## src/rtl/pulse_pkg.sv

```systemverilog
// Shared types and default constants for the pulse pin conditioning blocks.
package pulse_pkg;

  typedef enum logic [1:0] {
    IDLE_LOW    = 2'd0,
    QUAL_HIGH   = 2'd1,
    STABLE_HIGH = 2'd2,
    QUAL_LOW    = 2'd3
  } pulse_state_e;

  localparam int PULSE_SYNC_STAGES     = 2;
  localparam int PULSE_DEBOUNCE_CYCLES = 16;

endpackage

```

## src/rtl/pulse_sync.sv

```systemverilog
// Multi-flop synchronizer for a single asynchronous pin; STAGES must be 2..4.
module pulse_sync #(
  parameter int STAGES = 2
) (
  input  logic clk,
  input  logic rst_n,
  input  logic i_d,
  output logic o_q
);

  logic [STAGES-1:0] r_chain;

  // Shift the pin through the chain; bit 0 is the metastability-exposed stage.
  always_ff @(posedge clk) begin
    if (!rst_n) begin
      r_chain <= {STAGES{1'b0}};
    end else begin
      r_chain <= {r_chain[STAGES-2:0], i_d};
    end
  end

  assign o_q = r_chain[STAGES-1];

endmodule

```

## src/rtl/pulse_debounce_edge.sv

```systemverilog
// Pulse pin front end: synchronize, qualify level changes over DEBOUNCE_CYCLES
// samples, and emit a clean level, rise/fall strobes and a saturating glitch tally.
module pulse_debounce_edge
  import pulse_pkg::*;
#(
  parameter int SYNC_STAGES     = PULSE_SYNC_STAGES,
  parameter int DEBOUNCE_CYCLES = PULSE_DEBOUNCE_CYCLES,
  parameter int GLITCH_W        = 16
) (
  input  logic                clk,
  input  logic                rst_n,
  input  logic                pulse_async,
  input  logic                en,
  output logic                pulse_clean,
  output logic                o_rise,
  output logic                o_fall,
  output logic                busy,
  output logic [GLITCH_W-1:0] glitch_cnt
);

  localparam int                  CNT_W         = $clog2(DEBOUNCE_CYCLES + 1);
  localparam logic [CNT_W-1:0]    CNT_ZERO      = {CNT_W{1'b0}};
  localparam logic [CNT_W-1:0]    CNT_ONE       = CNT_W'(1);
  localparam logic [CNT_W-1:0]    CNT_LAST      = CNT_W'(DEBOUNCE_CYCLES - 1);
  localparam logic [GLITCH_W-1:0] GLITCH_MAX    = {GLITCH_W{1'b1}};
  localparam logic [GLITCH_W-1:0] GLITCH_ONE    = GLITCH_W'(1);
  localparam logic                SINGLE_SAMPLE = (DEBOUNCE_CYCLES == 1);

  logic                w_s;
  pulse_state_e        r_state;
  pulse_state_e        w_state_nxt;
  logic [CNT_W-1:0]    r_cnt;
  logic [CNT_W-1:0]    w_cnt_nxt;
  logic                w_glitch_inc;
  logic                w_rise_nxt;
  logic                w_fall_nxt;
  logic                r_clean;
  logic                r_rise;
  logic                r_fall;
  logic                r_busy;
  logic [GLITCH_W-1:0] r_glitch;

  pulse_sync #(
    .STAGES(SYNC_STAGES)
  ) u_sync (
    .clk  (clk),
    .rst_n(rst_n),
    .i_d  (pulse_async),
    .o_q  (w_s)
  );

  // Next-state logic; the qual counter is zero whenever no qualification is running.
  always_comb begin
    w_state_nxt  = r_state;
    w_cnt_nxt    = CNT_ZERO;
    w_glitch_inc = 1'b0;
    w_rise_nxt   = 1'b0;
    w_fall_nxt   = 1'b0;
    case (r_state)
      IDLE_LOW: begin
        if (en && w_s) begin
          if (SINGLE_SAMPLE) begin
            w_state_nxt = STABLE_HIGH;
            w_rise_nxt  = 1'b1;
          end else begin
            w_state_nxt = QUAL_HIGH;
            w_cnt_nxt   = CNT_ONE;
          end
        end else begin
          w_state_nxt = IDLE_LOW;
        end
      end
      QUAL_HIGH: begin
        // en is checked first so a disable never counts as a glitch.
        if (!en) begin
          w_state_nxt = IDLE_LOW;
        end else if (!w_s) begin
          w_state_nxt  = IDLE_LOW;
          w_glitch_inc = 1'b1;
        end else if (r_cnt == CNT_LAST) begin
          w_state_nxt = STABLE_HIGH;
          w_rise_nxt  = 1'b1;
        end else begin
          w_state_nxt = QUAL_HIGH;
          w_cnt_nxt   = r_cnt + CNT_ONE;
        end
      end
      STABLE_HIGH: begin
        if (en && !w_s) begin
          if (SINGLE_SAMPLE) begin
            w_state_nxt = IDLE_LOW;
            w_fall_nxt  = 1'b1;
          end else begin
            w_state_nxt = QUAL_LOW;
            w_cnt_nxt   = CNT_ONE;
          end
        end else begin
          w_state_nxt = STABLE_HIGH;
        end
      end
      QUAL_LOW: begin
        if (!en) begin
          w_state_nxt = STABLE_HIGH;
        end else if (w_s) begin
          w_state_nxt  = STABLE_HIGH;
          w_glitch_inc = 1'b1;
        end else if (r_cnt == CNT_LAST) begin
          w_state_nxt = IDLE_LOW;
          w_fall_nxt  = 1'b1;
        end else begin
          w_state_nxt = QUAL_LOW;
          w_cnt_nxt   = r_cnt + CNT_ONE;
        end
      end
      default: begin
        w_state_nxt = IDLE_LOW;
      end
    endcase
  end

  // State, counters and outputs all register together so they stay cycle-aligned.
  always_ff @(posedge clk) begin
    if (!rst_n) begin
      r_state  <= IDLE_LOW;
      r_cnt    <= CNT_ZERO;
      r_clean  <= 1'b0;
      r_rise   <= 1'b0;
      r_fall   <= 1'b0;
      r_busy   <= 1'b0;
      r_glitch <= {GLITCH_W{1'b0}};
    end else begin
      r_state <= w_state_nxt;
      r_cnt   <= w_cnt_nxt;
      r_clean <= (w_state_nxt == STABLE_HIGH) || (w_state_nxt == QUAL_LOW);
      r_busy  <= (w_state_nxt == QUAL_HIGH) || (w_state_nxt == QUAL_LOW);
      r_rise  <= w_rise_nxt;
      r_fall  <= w_fall_nxt;
      if (w_glitch_inc && (r_glitch != GLITCH_MAX)) begin
        r_glitch <= r_glitch + GLITCH_ONE;
      end
    end
  end

  assign pulse_clean = r_clean;
  assign o_rise      = r_rise;
  assign o_fall      = r_fall;
  assign busy        = r_busy;
  assign glitch_cnt  = r_glitch;

endmodule

```

## config.mk

```make
export PLATFORM = sky130hd
export DESIGN_NAME = pulse_debounce_edge
export DESIGN_NICKNAME = d
export VERILOG_FILES = /design/src/rtl/pulse_pkg.sv /design/src/rtl/pulse_sync.sv /design/src/rtl/pulse_debounce_edge.sv
export SDC_FILE = /design/constraint.sdc
export NUM_CORES = 1
export LEC_CHECK = 0
export ABC_CLOCK_PERIOD_IN_PS = 1700
export BUFFER_PORTS_ARGS = -buffer_cell sky130_fd_sc_hd__buf_2
export CORE_MARGIN = 5
export CORE_UTILIZATION = 48
export DETAILED_ROUTE_END_ITERATION = 10
export PLACE_DENSITY = 0.73
export SETUP_SLACK_MARGIN = 0.2
export SYNTH_ARGS = -nofsm -noshare
export SYNTH_HDL_FRONTEND = slang
export SYNTH_SLANG_ARGS = --single-unit
```

## constraint.sdc

```tcl
create_clock -name clk -period 1.7 [get_ports clk]
set_input_delay 0.085 -clock clk [delete_from_list [all_inputs] [get_ports clk]]
set_output_delay 0.085 -clock clk [all_outputs]
set_load 0.02 [all_outputs]
```

; Word-level counts from Yosys, hierarchy flattened
; Index checks and enable logic that the tools add are counted.
[classes]
n_reduce_logical = 9
bitwise = 3
n_addsub = 2
eq_ne = 8
mux = 23
[op_table]
columns = operator, n
row1 = $mux 5, 5
row2 = $pmux 5 s4, 1
row3 = $add 16x1->16 const B, 1
row4 = $ne 16x16->1 const B, 1
row5 = $mux 2, 6
row6 = $mux 1, 9
row7 = $eq 2x2->1 const B, 4
row8 = $pmux 2 s4, 1
row9 = $add 5x1->5 const B, 1
row10 = $eq 5x4->1 const B, 1
row11 = $eq 2x1->1 const B, 2
row12 = $reduce_and 4->1, 1
row13 = $reduce_or 4->1, 1
row14 = $logic_and 1x1->1, 3
row15 = $not 1->1, 3
row16 = $logic_not 2->1, 1
row17 = $logic_or 1x1->1, 2
row18 = $pmux 1 s2, 1
row19 = $logic_not 1->1, 1
[totals]
in_bits = 4
reg_bits = 29
out_inout_bits = 20

; Longest topological paths before layout
[depth]
word_depth = 7
depth_mapped = 6
depth_no_buf = 5

; Cells and area by module
; Synthesis repeated with hierarchy kept, for this count alone.
[hier_totals]
hier_cells = 136
hier_area_um2 = 1233.7
[modules_own_cells]
columns = module, n_inst, cells_per_inst, area_each_um2
row1 = pulse_debounce_edge, 1, 132, 1181.1
row2 = pulse_sync, 1, 4, 52.6

; Least setup slack after synthesis
; Ideal clock, no wire load.
[synth_path]
path_type = register -> register
from = reg r_glitch[0] (netlist: glitch_cnt[0])
to = reg r_glitch[10] (netlist: glitch_cnt[10])
required_time_ns = 1.630
period_less_slack_ns = 1.860
setup_time_ns = 0.070
n_path_buf = 0
setup_slack_ns = -0.160
arrival_ns = 1.789
path_stages_with_launch = 6
cell_sequence = dfxtp_1 > ha_1 > nand3_1 > or3_4 > or4_1 > a21oi_1
[synth_between]
elab_chain_len = 2
word_cells_on_any_way = 3
classes_between = 1 x add/sub / 1 x eq/ne / 1 x reduce/logical
[synth_lines]
columns = element, line_no
row1 = start: declaration, pulse_debounce_edge.sv:41  ; logic [GLITCH_W-1:0] r_glitch;
row2 = start signal: assignment, pulse_debounce_edge.sv:130  ; r_glitch <= {GLITCH_W{1'b0}};
row3 = start signal: assignment, pulse_debounce_edge.sv:139  ; r_glitch <= r_glitch + GLITCH_ONE;
row4 = "parallel branches: the longest is 2 deep, another holds $add 16x1->16", n/a
; Several ways; the timed one is not identified.
; A chain may end at the register's enable or synchronous reset.

; Worst setup path after layout
[layout_path]
from = reg r_state[1]
to = reg r_glitch[4] (netlist: glitch_cnt[4])
[layout_between]
elab_chain_len = 3
word_cells_on_any_way = 4
classes_between = 2 x eq/ne / 1 x mux / 1 x reduce/logical
[layout_lines]
columns = element, line_no
row1 = start: declaration, pulse_debounce_edge.sv:30  ; pulse_state_e r_state;
row2 = start signal: assignment, pulse_debounce_edge.sv:132  ; r_state <= w_state_nxt;
row3 = $eq 2x2->1 or $eq 2x1->1 (tied branches), pulse_debounce_edge.sv:59  ; case (r_state)
row4 = $pmux 1 s2 *, pulse_debounce_edge.sv:59
row5 = $logic_and 1x1->1 *, pulse_debounce_edge.sv:138  ; if (w_glitch_inc && (r_glitch != GLITCH_MAX)) begin
; Every way passes the cells marked *; elsewhere a longest branch is shown, timed or not.

==> metrics.txt <==
# fillers 209; fin area 1770 µm²; overall global routing resource usage 18.7%; crit path kind reg2reg; vias per inst 5.88; Slew headroom 63.3%; CTS tree done; Port Buf Inserts 23; synth warn 0; First-pass DRT Iterations 4; Die Y-Extent 62.1 µm; setup violators final 0; WP depth 5; Post-synth EDFFs 0; RSZ-0062 raised after global routing true; worst r2r src r_state[1]; first-pass GRT wire length 5.38 mm; Worst EP arrival 1.95 ns; CP most frequent cell or3_4; Worst Setup Start Kind register; synthesized flop and latch total 28; fmax 596 MHz; status finished, final reports clean; fraction of layout cells with a size suffix above 1 43.5%; Detailed Place HPWL 2.22 mm; Synth async-reset ratio 0%; P_leak 0.663 nW; CP max-delay cell dfxtp_4; final critical-path required period 1.68 ns; Max Transition Viols Final 0; Routed wire per std cell 15.4 µm; total of max-cap violations 0; dpl cell area 1540 µm²; Top Ports 24; Worst Path Max Fanout 5; CTS sink count 28; Post-DRT Antenna Nets 0; R2R setup slack 0.02 ns; Post-Route Setup TNS 0 ns; number of global-route vias before repair 1213; synthesized area 1300 µm²; Max Clock Skew 0.00402 ns; Initial Util 51.1%; final hold vios 0; Worst Setup SP r_state[1]; Die X 62.1 µm; drt first-iter violations 62; area added between synthesis and finish 35.7%; initial antenna violation count 0; Cells after Synth 149; Rows 18; syn nets 155; Clock transition at path regs 0.16 ns; DRC viols 0; Nets 191; cell family with most CP delay simple AND/OR/NAND/NOR gates; Final period util 98.7%; CP bufs+invs 1; PD cells 608 nW/µm²; Clock Latency Late Sink 0.33 ns; RePlAce Congestion 0.843; synthesized area per cell 8.73 µm²; H-tree depth 1; CP Capture Type register; R2R cell count 5; library cells used by synthesis 35; CP cell instances xor2_2, or3_4, buf_6, or3_4, a21oi_2; Worst Tran Pin Value 0.550 ns; Worst VDD drop 0.472 mV; DRT Wirelength 3.30 mm; post-synthesis sequential area ratio 43.1%; Final Power 1.07 mW; Remaining Overflow, GRT 0; Worst Hold Class in2reg; CORE AREA 2540 µm²; clock root cell clkbuf_4; Total Die Area 3850 µm²; worst path required time 1.97 ns; Vias 1258; dominant synthesized flop cell dfxtp_1; number of buffers created by CTS 3; Clock Path Buffers 2; RR Endpoint glitch_cnt[4]; # diodes 0; max incr delay on CP 0.41 ns; crit path capture glitch_cnt[4]; largest net degree at the start of global routing 17
logic make-up after synthesis:
group	share of synthesized area [%]
AND/OR/NAND/NOR	33.8
XOR/XNOR	3.27
multiplexers	3.08
adder cells (fa/ha/maj)	1.92
AO/OA/AOI/OAI	12.0
flip-flops	43.1
buffers and inverters	2.79
area by class of cell:
type	instances	area, µm²	area share, %
repair buffers	37	226	12.8
well taps	30	37.5	2.13
clock buffers	4	47.5	2.69
flip-flops and latches	28	598	33.9
inverters	3	11.3	0.638
multi-input cells	112	845	47.8
placed cells by master, fill, tap and decap left out, types with 5 or more instances in the layout:
| cell | n |
|---|---|
| buf_2 | 23 |
| or3_1 | 5 |
| a21oi_1 | 11 |
| nand3_1 | 10 |
| dfxtp_1 | 12 |
| nand2_1 | 13 |
| buf_4 | 12 |
| nand4_1 | 5 |
| dfxtp_2 | 9 |
| dfxtp_4 | 7 |
flip-flops by register name, indices dropped and copies added, names as in the netlist:
| signal | cells |
|---|---|
| pulse_clean | 1 |
| r_state | 2 |
| glitch_cnt | 16 |
| o_fall | 1 |
| o_rise | 1 |
| u_sync.r_chain | 2 |
| r_cnt | 5 |
tightest hold or removal path: cells and delay by family:
| kind | cells | cell delay [ns] |
|---|---|---|
| buffers and inverters | 1 | 0.11 |
| AOI/OAI and AO/OA | 1 | 0.05 |
| and+or+nand+nor | 1 | 0.09 |
report_power, final:
part	switching [mW]	internal [mW]	total (mW)
registers	0.00367	0.649	0.653
logic	0.0218	0.0152	0.0370
clock network	0.204	0.180	0.384
repair_timing:
action,in CTS,in global routing
setup buffers,7,0
resized for setup,14,17
pin swaps,5,11
endpoints found under the setup margin,16,18
hold buffers,1,0
endpoints found under the hold margin,1,0
through the flow:
stage / utilization (%) / hold WS, ns / setup WS (ns) / std cells
after floorplan: - / 0.212 / 0.0682 / 149
after CTS: 67.4 / 0.0403 / 0.0388 / 214
after detailed placement: 60.4 / 0.295 / -0.0100 / 202
after global placement: 60.4 / 0.292 / 0.0484 / 202
after global routing: 69.4 / 0.0525 / -0.0424 / 214
final: 69.4 / 0.0349 / 0.0217 / 214
worst min-delay path by stage:
| stage | from | end | slack [ns] | depth (start not counted) |
|---|---|---|---|---|
| floorplan | pulse_async | u_sync.r_chain[0] | 0.21 | 1 |
| global placement | pulse_async | u_sync.r_chain[0] | 0.29 | 2 |
| detailed placement | pulse_async | u_sync.r_chain[0] | 0.30 | 2 |
| CTS | en | r_state[0] | 0.04 | 3 |
| global route | en | r_state[0] | 0.05 | 3 |
| finish | en | r_state[0] | 0.03 | 3 |
routing by layer:
metal,routed length [µm],track usage (%),vias to the layer above
met1,1490,23.6,602
met3,122,2.69,5
met4,38,5.76,0
met5,0,0,-
met2,1650,32.7,28
li1,-,-,623
Yosys cell counts, types with 2 or more instances:
master | n | area (µm²)
nor3_1 | 4 | 20.0
nand4_1 | 5 | 31.3
or3_4 | 2 | 22.5
mux2i_1 | 4 | 40.0
clkbuf_1 | 4 | 15.0
inv_1 | 2 | 7.51
or3_1 | 6 | 37.5
and3_1 | 4 | 25.0
xor2_1 | 2 | 17.5
a21oi_1 | 13 | 65.1
dfxtp_1 | 28 | 561
nor2_1 | 3 | 11.3
nand3_1 | 12 | 60.1
nor4_1 | 7 | 43.8
and4_1 | 2 | 17.5
buf_2 | 2 | 10.0
and2_1 | 4 | 25.0
or4_1 | 3 | 22.5
nor3b_1 | 2 | 15.0
ha_1 | 2 | 25.0
nand2_1 | 14 | 52.6
o21ai_0 | 6 | 30.0
nand2b_1 | 4 | 25.0
o31ai_1 | 3 | 22.5
Note: power is estimated with default switching activity, not from simulation.
